$ cat config.mk
export PLATFORM = sky130hd
export DESIGN_NAME = map_scroll_ctrl
export DESIGN_NICKNAME = d
export VERILOG_FILES = /design/src/rtl/map_scroll_ctrl_pkg.sv /design/src/rtl/map_scroll_ctrl_axis_step.sv /design/src/rtl/map_scroll_ctrl.sv
export SDC_FILE = /design/constraint.sdc
export NUM_CORES = 1
export LEC_CHECK = 0
export BUFFER_PORTS_ARGS = -buffer_cell sky130_fd_sc_hd__buf_2
export CORE_MARGIN = 3
export CORE_UTILIZATION = 45
export CTS_BUF_LIST = sky130_fd_sc_hd__clkbuf_8
export DETAILED_ROUTE_END_ITERATION = 8
export HOLD_SLACK_MARGIN = 0.15
export PLACE_DENSITY = 0.71
export SETUP_SLACK_MARGIN = 0.05
export SYNTH_ARGS = -nofsm -noshare
export SYNTH_HDL_FRONTEND = slang
export SYNTH_SLANG_ARGS = --single-unit
export TNS_END_PERCENT = 5
$ cat constraint.sdc
create_clock -name clk -period 7.4 [get_ports clk]
set_input_delay 1.11 -clock clk [delete_from_list [all_inputs] [get_ports clk]]
set_output_delay 1.11 -clock clk [all_outputs]
set_load 0.01 [all_outputs]
$ cat src/rtl/map_scroll_ctrl_pkg.sv
// Shared constants for the map viewport/camera controller: default geometry,
// FSM state encoding and the blanking colour.
package map_pkg;

    localparam int DEF_MAP_WIDTH_X = 640;
    localparam int DEF_MAP_WIDTH_Y = 960;
    localparam int DEF_VIEW_X0     = 0;
    localparam int DEF_VIEW_Y0     = 0;
    localparam int DEF_VIEW_W      = 640;
    localparam int DEF_VIEW_H      = 480;
    localparam int DEF_SCROLL_STEP = 4;

    localparam logic [1:0] S_IDLE    = 2'd0;
    localparam logic [1:0] S_PENDING = 2'd1;
    localparam logic [1:0] S_MOVING  = 2'd2;

    typedef enum logic [1:0] {
        ST_IDLE    = S_IDLE,
        ST_PENDING = S_PENDING,
        ST_MOVING  = S_MOVING
    } cam_state_t;

    localparam logic [11:0] RGB_BLANK = 12'h000;

    // Limit a requested camera coordinate so the viewport stays inside the map.
    function automatic logic [9:0] clamp_coord(input logic [9:0] req, input logic [9:0] max_val);
        return (req > max_val) ? max_val : req;
    endfunction

endpackage

$ cat src/rtl/map_scroll_ctrl_axis_step.sv
// One-axis camera step: moves cam toward target by at most STEP pixels and
// flags when the resulting position lands on the target.
module scroll_axis_step #(
    parameter int STEP = 4
) (
    input  logic [9:0] cam,
    input  logic [9:0] target,
    output logic [9:0] next_cam,
    output logic       reached
);

    localparam logic signed [10:0] STEP_S   = 11'(STEP);
    localparam logic        [9:0]  STEP_U10 = 10'(STEP);

    logic signed [10:0] diff;
    logic signed [10:0] mag;

    always_comb begin
        diff = $signed({1'b0, target}) - $signed({1'b0, cam});
        mag  = (diff < 0) ? -diff : diff;
        if (mag <= STEP_S) begin
            next_cam = target;
        end else if (diff < 0) begin
            next_cam = cam - STEP_U10;
        end else begin
            next_cam = cam + STEP_U10;
        end
        reached = (next_cam == target);
    end

endmodule

$ cat src/rtl/map_scroll_ctrl.sv
// Viewport controller: maps screen pixels to map coordinates through a camera
// offset that scrolls toward requested targets only on frame boundaries.
module map_scroll_ctrl
    import map_pkg::*;
#(
    parameter int MAP_WIDTH_X = DEF_MAP_WIDTH_X,
    parameter int MAP_WIDTH_Y = DEF_MAP_WIDTH_Y,
    parameter int VIEW_X0     = DEF_VIEW_X0,
    parameter int VIEW_Y0     = DEF_VIEW_Y0,
    parameter int VIEW_W      = DEF_VIEW_W,
    parameter int VIEW_H      = DEF_VIEW_H,
    parameter int SCROLL_STEP = DEF_SCROLL_STEP
) (
    input  logic        clk,
    input  logic        rst_n,
    input  logic [9:0]  pixel_x,
    input  logic [9:0]  pixel_y,
    input  logic        video_on,
    input  logic        frame_tick,
    input  logic        cam_req_valid,
    output logic        cam_req_ready,
    input  logic [9:0]  cam_req_x,
    input  logic [9:0]  cam_req_y,
    output logic [9:0]  map_x,
    output logic [9:0]  map_y,
    output logic        map_on,
    input  logic [11:0] map_rgb,
    output logic [11:0] pix_rgb,
    output logic [9:0]  cam_x,
    output logic [9:0]  cam_y,
    output logic        cam_busy
);

    localparam logic [9:0]  CAM_MAX_X = 10'(MAP_WIDTH_X - VIEW_W);
    localparam logic [9:0]  CAM_MAX_Y = 10'(MAP_WIDTH_Y - VIEW_H);
    localparam logic [10:0] VX0_W     = 11'(VIEW_X0);
    localparam logic [10:0] VY0_W     = 11'(VIEW_Y0);
    localparam logic [10:0] VW_W      = 11'(VIEW_W);
    localparam logic [10:0] VH_W      = 11'(VIEW_H);
    localparam logic [9:0]  VX0_10    = 10'(VIEW_X0);
    localparam logic [9:0]  VY0_10    = 10'(VIEW_Y0);

    cam_state_t state;
    logic [9:0] shadow_x, shadow_y;
    logic [9:0] target_x, target_y;
    logic [9:0] step_tgt_x, step_tgt_y;
    logic [9:0] next_x, next_y;
    logic       reached_x, reached_y;
    logic       reached;
    logic       accept;
    logic [9:0] req_x_clamped, req_y_clamped;

    logic [10:0] rel_x, rel_y;
    logic        in_view;
    logic        video_on_d1;

    assign accept        = cam_req_valid & cam_req_ready;
    assign req_x_clamped = clamp_coord(cam_req_x, CAM_MAX_X);
    assign req_y_clamped = clamp_coord(cam_req_y, CAM_MAX_Y);

    // While PENDING the target register is not loaded yet, so step toward the shadow.
    assign step_tgt_x = (state == ST_PENDING) ? shadow_x : target_x;
    assign step_tgt_y = (state == ST_PENDING) ? shadow_y : target_y;
    assign reached    = reached_x & reached_y;

    scroll_axis_step #(.STEP(SCROLL_STEP)) u_step_x (
        .cam      (cam_x),
        .target   (step_tgt_x),
        .next_cam (next_x),
        .reached  (reached_x)
    );

    scroll_axis_step #(.STEP(SCROLL_STEP)) u_step_y (
        .cam      (cam_y),
        .target   (step_tgt_y),
        .next_cam (next_y),
        .reached  (reached_y)
    );

    always_ff @(posedge clk or negedge rst_n) begin
        if (!rst_n) begin
            state         <= ST_IDLE;
            shadow_x      <= '0;
            shadow_y      <= '0;
            target_x      <= '0;
            target_y      <= '0;
            cam_x         <= '0;
            cam_y         <= '0;
            cam_req_ready <= 1'b1;
            cam_busy      <= 1'b0;
        end else begin
            case (state)
                ST_IDLE: begin
                    if (accept) begin
                        shadow_x      <= req_x_clamped;
                        shadow_y      <= req_y_clamped;
                        state         <= ST_PENDING;
                        cam_req_ready <= 1'b0;
                        cam_busy      <= 1'b1;
                    end
                end
                ST_PENDING: begin
                    if (frame_tick) begin
                        target_x      <= shadow_x;
                        target_y      <= shadow_y;
                        cam_x         <= next_x;
                        cam_y         <= next_y;
                        cam_req_ready <= 1'b1;
                        if (reached) begin
                            state    <= ST_IDLE;
                            cam_busy <= 1'b0;
                        end else begin
                            state    <= ST_MOVING;
                        end
                    end
                end
                ST_MOVING: begin
                    if (frame_tick) begin
                        cam_x <= next_x;
                        cam_y <= next_y;
                    end
                    // A new request wins over arrival; the step above still used the old target.
                    if (accept) begin
                        shadow_x      <= req_x_clamped;
                        shadow_y      <= req_y_clamped;
                        state         <= ST_PENDING;
                        cam_req_ready <= 1'b0;
                    end else if (frame_tick && reached) begin
                        state    <= ST_IDLE;
                        cam_busy <= 1'b0;
                    end
                end
                default: begin
                    state         <= ST_IDLE;
                    cam_req_ready <= 1'b1;
                    cam_busy      <= 1'b0;
                end
            endcase
        end
    end

    // Out-of-range pixels wrap to large unsigned values and fail the window compare.
    always_comb begin
        rel_x   = {1'b0, pixel_x} - VX0_W;
        rel_y   = {1'b0, pixel_y} - VY0_W;
        in_view = video_on && (rel_x < VW_W) && (rel_y < VH_W);
    end

    always_ff @(posedge clk or negedge rst_n) begin
        if (!rst_n) begin
            map_x       <= '0;
            map_y       <= '0;
            map_on      <= 1'b0;
            video_on_d1 <= 1'b0;
            pix_rgb     <= RGB_BLANK;
        end else begin
            map_x       <= in_view ? (pixel_x - VX0_10 + cam_x) : 10'd0;
            map_y       <= in_view ? (pixel_y - VY0_10 + cam_y) : 10'd0;
            map_on      <= in_view;
            video_on_d1 <= video_on;
            pix_rgb     <= video_on_d1 ? map_rgb : RGB_BLANK;
        end
    end

endmodule

==> reports/qor.csv, run 1 <==
metric;value;unit
path_class;register to register;
place_inst;1033;
tightestPinTransition;1.09;ns
hpwlAfterDp;11800;um
rrSetupSlack;1.50;ns
antenna_found_initial;0;
synth-seq-cells;98;
pwr-share-clk;8.3;%
fin_skew;0.0165;ns
clkLatencyLatePin;0.38;ns
seq_power_share;19.6;%
cts_sinks;98;
min_period_over_period;79.7;%
avgSynthCellArea;9.53;sq um
die_w;131;um
ioPinCount;112;
cts-root-buf;clkbuf_8;
synth_cells;737;
cts_tree;done;
synthArstFlopShare;100;%
reg2reg_depth;23;
hold_end;shadow_y[8];
totalWireLength;15000;um
hold_class;register to register;
num-fill-cells;1427;
core_area;15300;sq um
finalSetupTns;0;ns
wl_per_cell;14.3;um
nets;952;
r2r_end;cam_busy;
preCtsSetupSlack;1.56;ns
swShare;49.0;%
gr-total-overflow;0;
gp_congestion;0.884;
critPathSlowestCell;dfrtp_1;
final_cell_mix;buf_2, dfrtp_1, ha_1, nor2_1, xnor2_1;
synth_edf_count;0;
die-area;17100;sq um
synth_top_area_share;34.6;%
cts_htree_levels;3;
cts_resized;0;
hold_buffers;0;
viasPerCell;5.29;
placement.io_buffers;101;
ant_nets;0;
drive_above_1_share;20.4;%
rows;45;
cts_setup_buffers;0;
p_leak;3.84;nW
finalHoldViolCount;0;
syn_nets;856;
max_slew_margin;26.9;%
slew_viol_final;0;
grt_pass1_vias;5160;
synth.area.top_cells;dfrtp_1, ha_1, xnor2_1, mux2_2, a21oi_1;
areaGrowthSynthToFinish;12.7;%
crit_family;compound AO/OA/AOI/OAI gates;
seq_area_frac_synth;34.9;%
numCtsBuffers;9;
comb_power_share;72.1;%
crit_path_max_fanout;15;
cpMostUsedCell;inv_1;
synth.cell_area;7020;sq um
worstPathArrival;6.17;ns
max_cap_viol_count;0;
fin_area;7920;sq um
gr-usage-all-layers;17.9;%
initial_core_util;46.0;%
outcome;complete, no violations;
hold_depth;2;
setup_ws;1.50;ns
ys_warn_count;0;
synthFlopType;dfrtp_1;
final_common_cell;buf_2;
die_height;131;um
p_int;0.00209;W
p_per_area;517;nW/um^2
p_switching;0.00200;W
synth_top_family_by_area;compound AO/OA/AOI/OAI gates;
synth_largest_area_cell;dfrtp_1;
cts_buffer_depth;2;
place_area;7720;sq um
drcViolationCount;0;
grt_max_degree;83;
drt-pass1-iter-count;5;
clk_pin_slew;0.10;ns
synth_compound_area_share;17.1;%
start_kind;register;
required;7.67;ns
crit_buf_inv;4;
synth-xor-area-share;7.61;%
synthAdderAreaFrac;11.7;%
fin_crit;5.90;ns
fmax;170;MHz
grt_setup_unrepaired;no;
synthSimpleGateAreaFrac;16.0;%
synth.distinct_cells;76;
synth_mux_area_share;8.93;%
hp-start;shadow_y[8];
critPathCaptureType;register;
grt_pass1_wl;24800;um
drt-initial-drc-count;309;
vias;5554;
vdd_drop_max;0.192;mV
finalNonFillerCells;1049;
n_antenna_cell;0;
cpPeakStageDelay;0.45;ns
cp_cell_sequence;inv_1 -> ha_1 -> buf_4 -> mux2i_1 -> inv_1 -> ha_1 -> nor2b_1 -> o31a_1 -> nor3_1 -> o21a_2 -> inv_1 -> fa_1 -> nor2b_1 -> o21ai_0 -> a21oi_1 -> o21a_1 -> nor2_1 -> xnor2_1 -> xnor2_1 -> a41o_1 -> o21ai_1 -> or2_0 -> a311oi_1;
rr_startpoint;state[1];
setup_viol;0;
worst register-to-register path: stages, from the launching register on:
cell and delay (ns):
dfrtp_1 0.45, inv_1 0.10, ha_1 0.45, buf_4 0.34, mux2i_1 0.39, inv_1 0.11, ha_1 0.34, nor2b_1 0.16
o31a_1 0.29, nor3_1 0.26, o21a_2 0.35, inv_1 0.21, fa_1 0.45, nor2b_1 0.13, o21ai_0 0.11, a21oi_1 0.22
o21a_1 0.14, nor2_1 0.04, xnor2_1 0.23, xnor2_1 0.15, a41o_1 0.25, o21ai_1 0.14, or2_0 0.23, a311oi_1 0.26
area by class of cell:
cell class / count / area (sq um) / area share, %
inverter: 47 / 176 / 2.23
tap: 211 / 264 / 3.34
clock inverter: 7 / 71.3 / 0.901
clock buffer: 9 / 124 / 1.56
timing repair buffer: 103 / 523 / 6.61
multi-input combinational: 574 / 4300 / 54.4
sequential: 98 / 2450 / 31.0
kinds of logic after synthesis:
kind of cell    count (synthesis)
buf+inv                        65
mux                            58
simple gates                  216
xor+xnor                       61
flops                          98
compound gates                177
fa+ha+maj                      62
per-layer routing:
| layer | GRT usage (%) | up-vias | share of wire [%] |
|---|---|---|---|
| met5 | 0 | - | 0 |
| met4 | 4.48 | 0 | 0.85 |
| met3 | 3.05 | 11 | 4.9 |
| met2 | 27.7 | 116 | 44 |
| met1 | 26.0 | 2596 | 50 |
| li1 | - | 2831 | - |
flip-flops by register name, summed over array words and instances, names as in the netlist:
register,flops
target_x,10
cam_busy,1
pix_rgb,12
state,2
map_on,1
shadow_y,10
cam_y,10
cam_req_ready,1
map_y,10
map_x,10
target_y,10
video_on_d1,1
cam_x,10
shadow_x,10
stage by stage:
step / hold WS (ns) / total power [W] / utilization, %
floorplan: 0.462 / 0.00318 / -
global placement: 0.482 / 0.00369 / 50.6
detailed placement: 0.490 / 0.00374 / 50.6
CTS: 0.511 / 0.00410 / 51.9
global route: 0.527 / 0.00451 / 51.9
finish: 0.509 / 0.00409 / 51.9
synth_stat cells (all sizes together), types with 2 or more instances:
cell,instances
o21bai,11
clkbuf,11
fa,6
nor3,16
a21boi,2
or4b,2
o311a,2
a211o,4
and2,33
a221oi,2
a21o,6
ha,56
o31a,2
a31oi,4
o2111ai,6
and3b,2
nor4,7
mux2i,21
nand3,13
o32ai,2
xor2,13
a22o,7
nand4,4
nor2b,7
nor2,54
nand3b,3
dfrtp,97
buf,7
o21a,7
o22ai,8
inv,47
nand2,44
or3,3
a21oi,43
mux2,37
xnor2,48
nand2b,11
a211oi,5
or2,6
o211ai,4
o31ai,2
and3,5
a41oi,2
o21ai,45
o311ai,2
worst max path at each step:
stage,from,endpoint,cells past startpoint
after CTS,state[1],cam_busy,23
after detailed placement,state[1],cam_busy,23
final,state[1],cam_busy,23
after global placement,state[1],cam_busy,23
after global routing,state[1],cam_busy,22
after floorplan,state[1],cam_busy,25
power by group through the flow:
| stage | Clock (W) | Combinational (W) | Sequential [W] |
|---|---|---|---|
| 6_report | 0.000341 | 0.00295 | 0.000801 |
| 3_3_place_gp | 0 | 0.00288 | 0.000812 |
| 4_1_cts | 0.000354 | 0.00295 | 0.000804 |
| 5_1_grt | 0.000377 | 0.00331 | 0.000828 |
| 2_1_floorplan | 0 | 0.00237 | 0.000810 |
| 3_5_place_dp | 0 | 0.00293 | 0.000816 |
(Power assumes the default switching activity.)
==> inputs of run 2 (changes only) <==
clock period = 5.8 ns   (was 7.4 ns; I/O delays follow)
==> run 2 against run 1 <==
Utilization up 0.59 points. Setup slack worse by 1.0 ns. Non-clock buffer count increased by 12. Power increased by 30%. Count of clock-buffer cells in the layout stayed put.
==> reports/qor.csv, run 2 (synthesis results as in run 1) <==
metric;value;unit;change
outcome;complete, no violations;;unchanged
largest-register;pix_rgb;;unchanged
crit_start;state[1];;unchanged
gr-total-overflow;0;;unchanged
rows;45;;unchanged
cts_sinks;98;;unchanged
met2WireLength;6640;um;was 6600 um
cts_buffer_depth;2;;unchanged
drive_above_1_share;22.0;%;was 20.4%
crit_buf_inv;4;;unchanged
met1_length;7420;um;was 7530 um
min_period_over_period;92.1;%;was 79.7%
drt-pass1-iter-count;5;;unchanged
rrSetupSlack;0.46;ns;was 1.50 ns
top_layer;met4;;unchanged
fmax;187;MHz;was 170 MHz
ant_nets;0;;unchanged
n_antenna_cell;0;;unchanged
cpPeakStageDelay;0.54;ns;was 0.45 ns
hold_class;input pin to async pin;;was register to register
areaGrowthSynthToFinish;14.0;%;was 12.7%
cts_htree_levels;3;;unchanged
drcViolationCount;0;;unchanged
largest_reg_flops;12;;unchanged
place_area;7790;sq um;was 7720 sq um
clkLatencyLatePin;0.38;ns;about the same
die_height;131;um;unchanged
finalHoldViolCount;0;;unchanged
dr_wl_met3;871;um;was 729 um
required;6.08;ns;was 7.67 ns
critPathSlowestCell;o41a_4;;was dfrtp_1
viasPerCell;5.28;;was 5.29
cp_cell_sequence;inv_1 -> ha_4 -> mux2_2 -> ha_1 -> a211oi_2 -> nor2_1 -> o32a_1 -> and2_4 -> inv_1 -> buf_4 -> ha_1 -> a21oi_1 -> nand2b_1 -> a21oi_1 -> nor4_1 -> nor3_1 -> xnor2_1 -> buf_4 -> xnor2_1 -> o41a_4 -> or2_0 -> a311oi_1;;was inv_1 -> ha_1 -> buf_4 -> mux2i_1 -> inv_1 -> ha_1 -> nor2b_1 -> o31a_1 -> nor3_1 -> o21a_2 -> inv_1 -> fa_1 -> nor2b_1 -> o21ai_0 -> a21oi_1 -> o21a_1 -> nor2_1 -> xnor2_1 -> xnor2_1 -> a41o_1 -> o21ai_1 -> or2_0 -> a311oi_1
numCtsBuffers;9;;unchanged
clk_pin_slew;0.10;ns;about the same
initial_core_util;46.0;%;unchanged
p_per_area;667;nW/um^2;was 517 nW/um^2
crit_family;compound AO/OA/AOI/OAI gates;;unchanged
fin_crit;5.34;ns;was 5.90 ns
slew_viol_final;0;;unchanged
final_common_cell;buf_2;;unchanged
start_kind;register;;unchanged
grt_setup_unrepaired;no;;unchanged
cts-root-buf;clkbuf_8;;unchanged
worstPathArrival;5.62;ns;was 6.17 ns
wl_per_cell;14.3;um;about the same
gr-usage-all-layers;17.9;%;about the same
die_w;131;um;unchanged
grt_max_degree;54;;was 83
ioPinCount;112;;unchanged
gp_congestion;0.911;;was 0.884
totalWireLength;15100;um;was 15000 um
fin_skew;0.0158;ns;was 0.0165 ns
hpwlAfterDp;11900;um;was 11800 um
placement.io_buffers;101;;unchanged
finalSetupTns;0;ns;unchanged
die-area;17100;sq um;unchanged
nets;964;;was 952
final_cell_mix;buf_2, dfrtp_1, nor2_1, ha_1;;was buf_2, dfrtp_1, ha_1, nor2_1, xnor2_1
cts_tree;done;;unchanged
vias;5601;;was 5554
antenna_found_initial;0;;unchanged
rr_startpoint;state[1];;unchanged
drt-initial-drc-count;292;;was 309
max_slew_margin;37.8;%;was 26.9%
grt_pass1_wl;24500;um;was 24800 um
critPathCaptureType;register;;unchanged
grt_pass1_vias;5143;;was 5160
max_cap_viol_count;0;;unchanged
path_class;register to register;;unchanged
fin_area;8010;sq um;was 7920 sq um
setup_viol;0;;unchanged
total_power;0.00534;W;was 0.00409 W
core_area;15300;sq um;unchanged
p_leak;3.90;nW;was 3.84 nW
vdd_drop_max;0.274;mV;was 0.192 mV
crit_path_max_fanout;12;;was 15
tightestPinTransition;0.930;ns;was 1.09 ns
[run 2: routing by layer]
layer  GRT usage (%)  vias to the layer above
met5               0                        -
met4            5.44                        0
met3            3.05                       12
met2            28.0                      155
met1            25.4                     2587
li1                -                     2847
[run 2: worst paths after layout]
check / to / depth (start not counted)
worst max register to register: cam_busy / 22
worst min register to register: target_x[7] / 1
worst max-delay path: cam_busy / 22
min in group clk: target_x[7] / 1
worst min-delay path: shadow_x[2] / 1
max in group asynchronous: cam_y[2] / 2
[run 2: repair_timing]
item	in CTS	in global routing
buffers inserted	0	2
hold buffers	0	0
setup endpoints to repair	0	3
resized for setup	0	7
[run 2: final cells by class]
| type | count | area, sq um |
|---|---|---|
| inverters | 47 | 176 |
| repair buffers | 115 | 613 |
| flip-flops and latches | 98 | 2450 |
| clock buffers | 9 | 124 |
| multi-input cells | 574 | 4330 |
| well taps | 211 | 264 |
| fillers | 1420 | 7250 |
| clock inverters | 6 | 41.3 |
[run 2: report_power, final]
group          switching, W  total (W)  internal [W]
Combinational       0.00215    0.00391       0.00176
Sequential         0.000180    0.00103      0.000852
Clock              0.000240   0.000395      0.000155
[run 2: stage by stage]
stage / setup WS (ns) / util, % / hold slack (ns) / cells
detailed placement: 0.220 / 51.1 / 0.490 / 1043
CTS: 0.129 / 52.2 / 0.512 / 1058
floorplan: 0.212 / - / 0.462 / 737
global route: 0.0540 / 52.5 / 0.522 / 1060
global placement: 0.256 / 51.1 / 0.482 / 1043
finish: 0.457 / 52.5 / 0.509 / 1060
==> inputs of run 3 (changes only) <==
ABC_AREA = 1   (was default)
PLACE_DENSITY = 0.73   (was 0.71)
clock period = 4.3 ns   (was 5.8 ns; I/O delays follow)
==> run 3 against run 2 <==
Via count is 41% higher. Flip-flop and latch count stayed put. Clock power is 48% higher. Routed wire length is 37% higher.
==> reports/qor.csv, run 3 <==
metric;value;unit;change
outcome;complete, no violations;;unchanged
place_area;9230;sq um;was 7790 sq um
synthArstFlopShare;100;%;unchanged
p_int;0.00125;W;was 0.00277 W
synth.cell_area;7770;sq um;was 7020 sq um
grtUsageMet1;28.3;%;was 25.4%
ant_nets;0;;unchanged
max_cap_viol_count;0;;unchanged
cpMostUsedCell;nand2_1;;
synth_edf_count;0;;unchanged
die_w;137;um;was 131 um
gp_congestion;0.891;;was 0.911
antenna_found_initial;0;;unchanged
fin_skew;0.00894;ns;was 0.0158 ns
min_period_over_period;99.2;%;was 92.1%
synth_top_area_share;31.3;%;was 34.6%
vias;7901;;was 5601
drt-pass1-iter-count;6;;was 5
critPathSlowestCell;dfrtp_1;;was o41a_4
drt-initial-drc-count;508;;was 292
crit_family;simple AND/OR/NAND/NOR gates;;was compound AO/OA/AOI/OAI gates
max_slew_margin;25.0;%;was 37.8%
crit_path_max_fanout;8;;was 12
drive_above_1_share;25.6;%;was 22.0%
totalWireLength;20700;um;was 15100 um
cts_sinks;98;;unchanged
p_per_area;163;nW/um^2;was 667 nW/um^2
placement.io_buffers;101;;unchanged
cts-root-buf;clkbuf_8;;unchanged
crit_buf_inv;6;;was 4
synth_compound_area_share;11.7;%;was 17.1%
rows;47;;was 45
p_leak;5.61;nW;was 3.90 nW
synthAdderAreaFrac;10.6;%;was 11.7%
preCtsSetupSlack;-0.185;ns;was 0.220 ns
grtUsageMet2;34.3;%;was 28.0%
die_height;137;um;was 131 um
synth_cells;1130;;was 737
p_switching;0.000380;W;was 0.00257 W
hold_buffers;0;;unchanged
synth_mux_area_share;0;%;was 8.93%
swShare;23.3;%;was 48.1%
synth.distinct_cells;39;;was 76
gr-total-overflow;0;;unchanged
synth_top_family_by_area;simple AND/OR/NAND/NOR gates;;was compound AO/OA/AOI/OAI gates
largest_reg_flops;12;;unchanged
fin_crit;4.26;ns;was 5.34 ns
synth.area.top_cells;dfrtp_1, nand2_1, inv_1, ha_1, o21ai_0;;was dfrtp_1, ha_1, xnor2_1, mux2_2, a21oi_1
setup_ws;0.0352;ns;was 0.457 ns
nets;1466;;was 964
comb_power_share;6.5;%;was 73.3%
cts_htree_levels;3;;unchanged
ioPinCount;112;;unchanged
wl_per_cell;13.2;um;was 14.3 um
synth-xor-area-share;2.26;%;was 7.61%
finalHoldViolCount;0;;unchanged
synthFlopType;dfrtp_1;;unchanged
drcViolationCount;0;;unchanged
final_cell_mix;nand2_1, inv_1, buf_4, buf_2, dfrtp_1;;was buf_2, dfrtp_1, nor2_1, ha_1
final_common_cell;nand2_1;;was buf_2
finalSetupTns;0;ns;unchanged
fin_hold_ws;0.376;ns;was 0.509 ns
seq_power_share;57.5;%;was 19.3%
n_antenna_cell;0;;unchanged
largest-register;pix_rgb;;unchanged
fin_area;10000;sq um;was 8010 sq um
vdd_drop_max;0.143;mV;was 0.274 mV
grt_setup_unrepaired;yes;;was no
grt_max_degree;69;;was 54
setup_viol;0;;unchanged
syn_nets;1249;;was 856
hpwlAfterDp;15400;um;was 11900 um
cpPeakStageDelay;0.39;ns;was 0.54 ns
grt_busiest_layer;met2;;unchanged
post-route-util;59.9;%;was 52.5%
gr-usage-all-layers;20.9;%;was 17.9%
critPathCaptureType;register;;unchanged
initial_core_util;46.3;%;was 46.0%
seq_area_frac_synth;31.6;%;was 34.9%
ys_warn_count;0;;unchanged
grt_pass1_vias;7029;;was 5143
required;4.58;ns;was 6.08 ns
areaGrowthSynthToFinish;29.2;%;was 14.0%
start_kind;register;;unchanged
slew_viol_final;0;;unchanged
cts_buffer_depth;2;;unchanged
synthSimpleGateAreaFrac;32.0;%;was 16.0%
netlist_top_cells_count;nand2_1, inv_1, nor2_1;;was dfrtp_1, ha_1, nor2_1
avgSynthCellArea;6.87;sq um;was 9.53 sq um
die-area;18900;sq um;was 17100 sq um
numCtsBuffers;9;;unchanged
core_area;16800;sq um;was 15300 sq um
hold_class;input pin to async pin;;unchanged
clkLatencyLatePin;0.38;ns;about the same
synth_most_common_cell;nand2_1;;was dfrtp_1
tightestPinTransition;1.12;ns;was 0.930 ns
grt_util_met3;3.07;%;was 3.05%
worstPathArrival;4.54;ns;was 5.62 ns
grt_pass1_wl;32000;um;was 24500 um
cts_tree;done;;unchanged
pwr-share-clk;35.9;%;was 7.4%
clk_pin_slew;0.09;ns;was 0.10 ns
synth_largest_area_cell;dfrtp_1;;unchanged
viasPerCell;5.03;;was 5.28
rrSetupSlack;0.04;ns;was 0.46 ns
path_class;register to register;;unchanged
synth-seq-cells;98;;unchanged
fmax;234;MHz;was 187 MHz
## run 3: cell count changes after synthesis, moves of 8 or more
cell,previous run,this run
a21oi_1,43,33
xnor2_1,48,4
mux2i_1,21,0
o21ai_0,43,100
clkbuf_1,11,20
nand2b_1,11,0
o22ai_1,8,0
nand2_1,43,305
and2_1,32,0
mux2_2,37,0
nand3_1,13,69
inv_1,47,199
nor2_1,54,101
nand4_1,4,33
## run 3: final timing paths
check / cells past startpoint / endpoint / start
max in group asynchronous: 2 / cam_y[1] / rst_n
hold / removal: 1 / map_x[0] / rst_n
setup reg to reg: 32 / cam_busy / state[1]
min in group clk: 1 / video_on_d1 / video_on
setup / recovery: 32 / cam_busy / state[1]
hold reg to reg: 2 / target_y[4] / target_y[4]
## run 3: power groups by stage
| stage | Combinational [W] | Sequential, W | Clock (W) |
|---|---|---|---|
| 2_1_floorplan | 0.0000357 | 0.000963 | 0 |
| 3_3_place_gp | 0.000105 | 0.000956 | 0 |
| 3_5_place_dp | 0.000107 | 0.000957 | 0 |
| 4_1_cts | 0.000108 | 0.000938 | 0.000596 |
| 5_1_grt | 0.000122 | 0.000940 | 0.000631 |
| 6_report | 0.000106 | 0.000938 | 0.000586 |
## run 3: layout make-up
| type | count | area [sq um] |
|---|---|---|
| inverters | 203 | 762 |
| well taps | 220 | 275 |
| repair buffers | 233 | 1580 |
| multi-input cells | 802 | 4770 |
| clock inverters | 6 | 52.6 |
| flip-flops and latches | 98 | 2450 |
| fillers | 1478 | 6730 |
| clock buffers | 10 | 138 |
## run 3: through the flow
step,instances,total power (W)
global placement,1530,0.00106
detailed placement,1530,0.00106
global route,1572,0.00169
finish,1572,0.00163
CTS,1552,0.00164
floorplan,1130,0.000999
## run 3: worst register-to-register path, delay by kind of cell (launching register included)
kind	cells	cell delay, ns
AOI/OAI and AO/OA	6	0.95
xor gates and xnor gates	1	0.25
adders and majority gates	4	0.87
buffers and inverters	6	0.53
DFF	1	0.39
and+or+nand+nor	15	1.17
## run 3: cells by family after synthesis
| logic type | after synthesis |
|---|---|
| and+or+nand+nor | 555 |
| xor gates and xnor gates | 20 |
| adders and majority gates | 62 |
| DFF | 98 |
| AOI/OAI and AO/OA | 163 |
| buffers and inverters | 232 |
## run 3: what timing repair did
| item | in CTS | in global routing |
|---|---|---|
| gates cloned | 0 | 4 |
| setup buffers | 6 | 16 |
| setup endpoints to repair | 3 | 3 |
| resized for setup | 18 | 69 |
| pin swaps | 7 | 40 |
## run 3: metal layers
layer | up-vias | share of wire (%)
li1 | 4028 | -
met2 | 245 | 46
met4 | 0 | 1.8
met1 | 3593 | 47
met5 | - | 0
met3 | 35 | 5.5
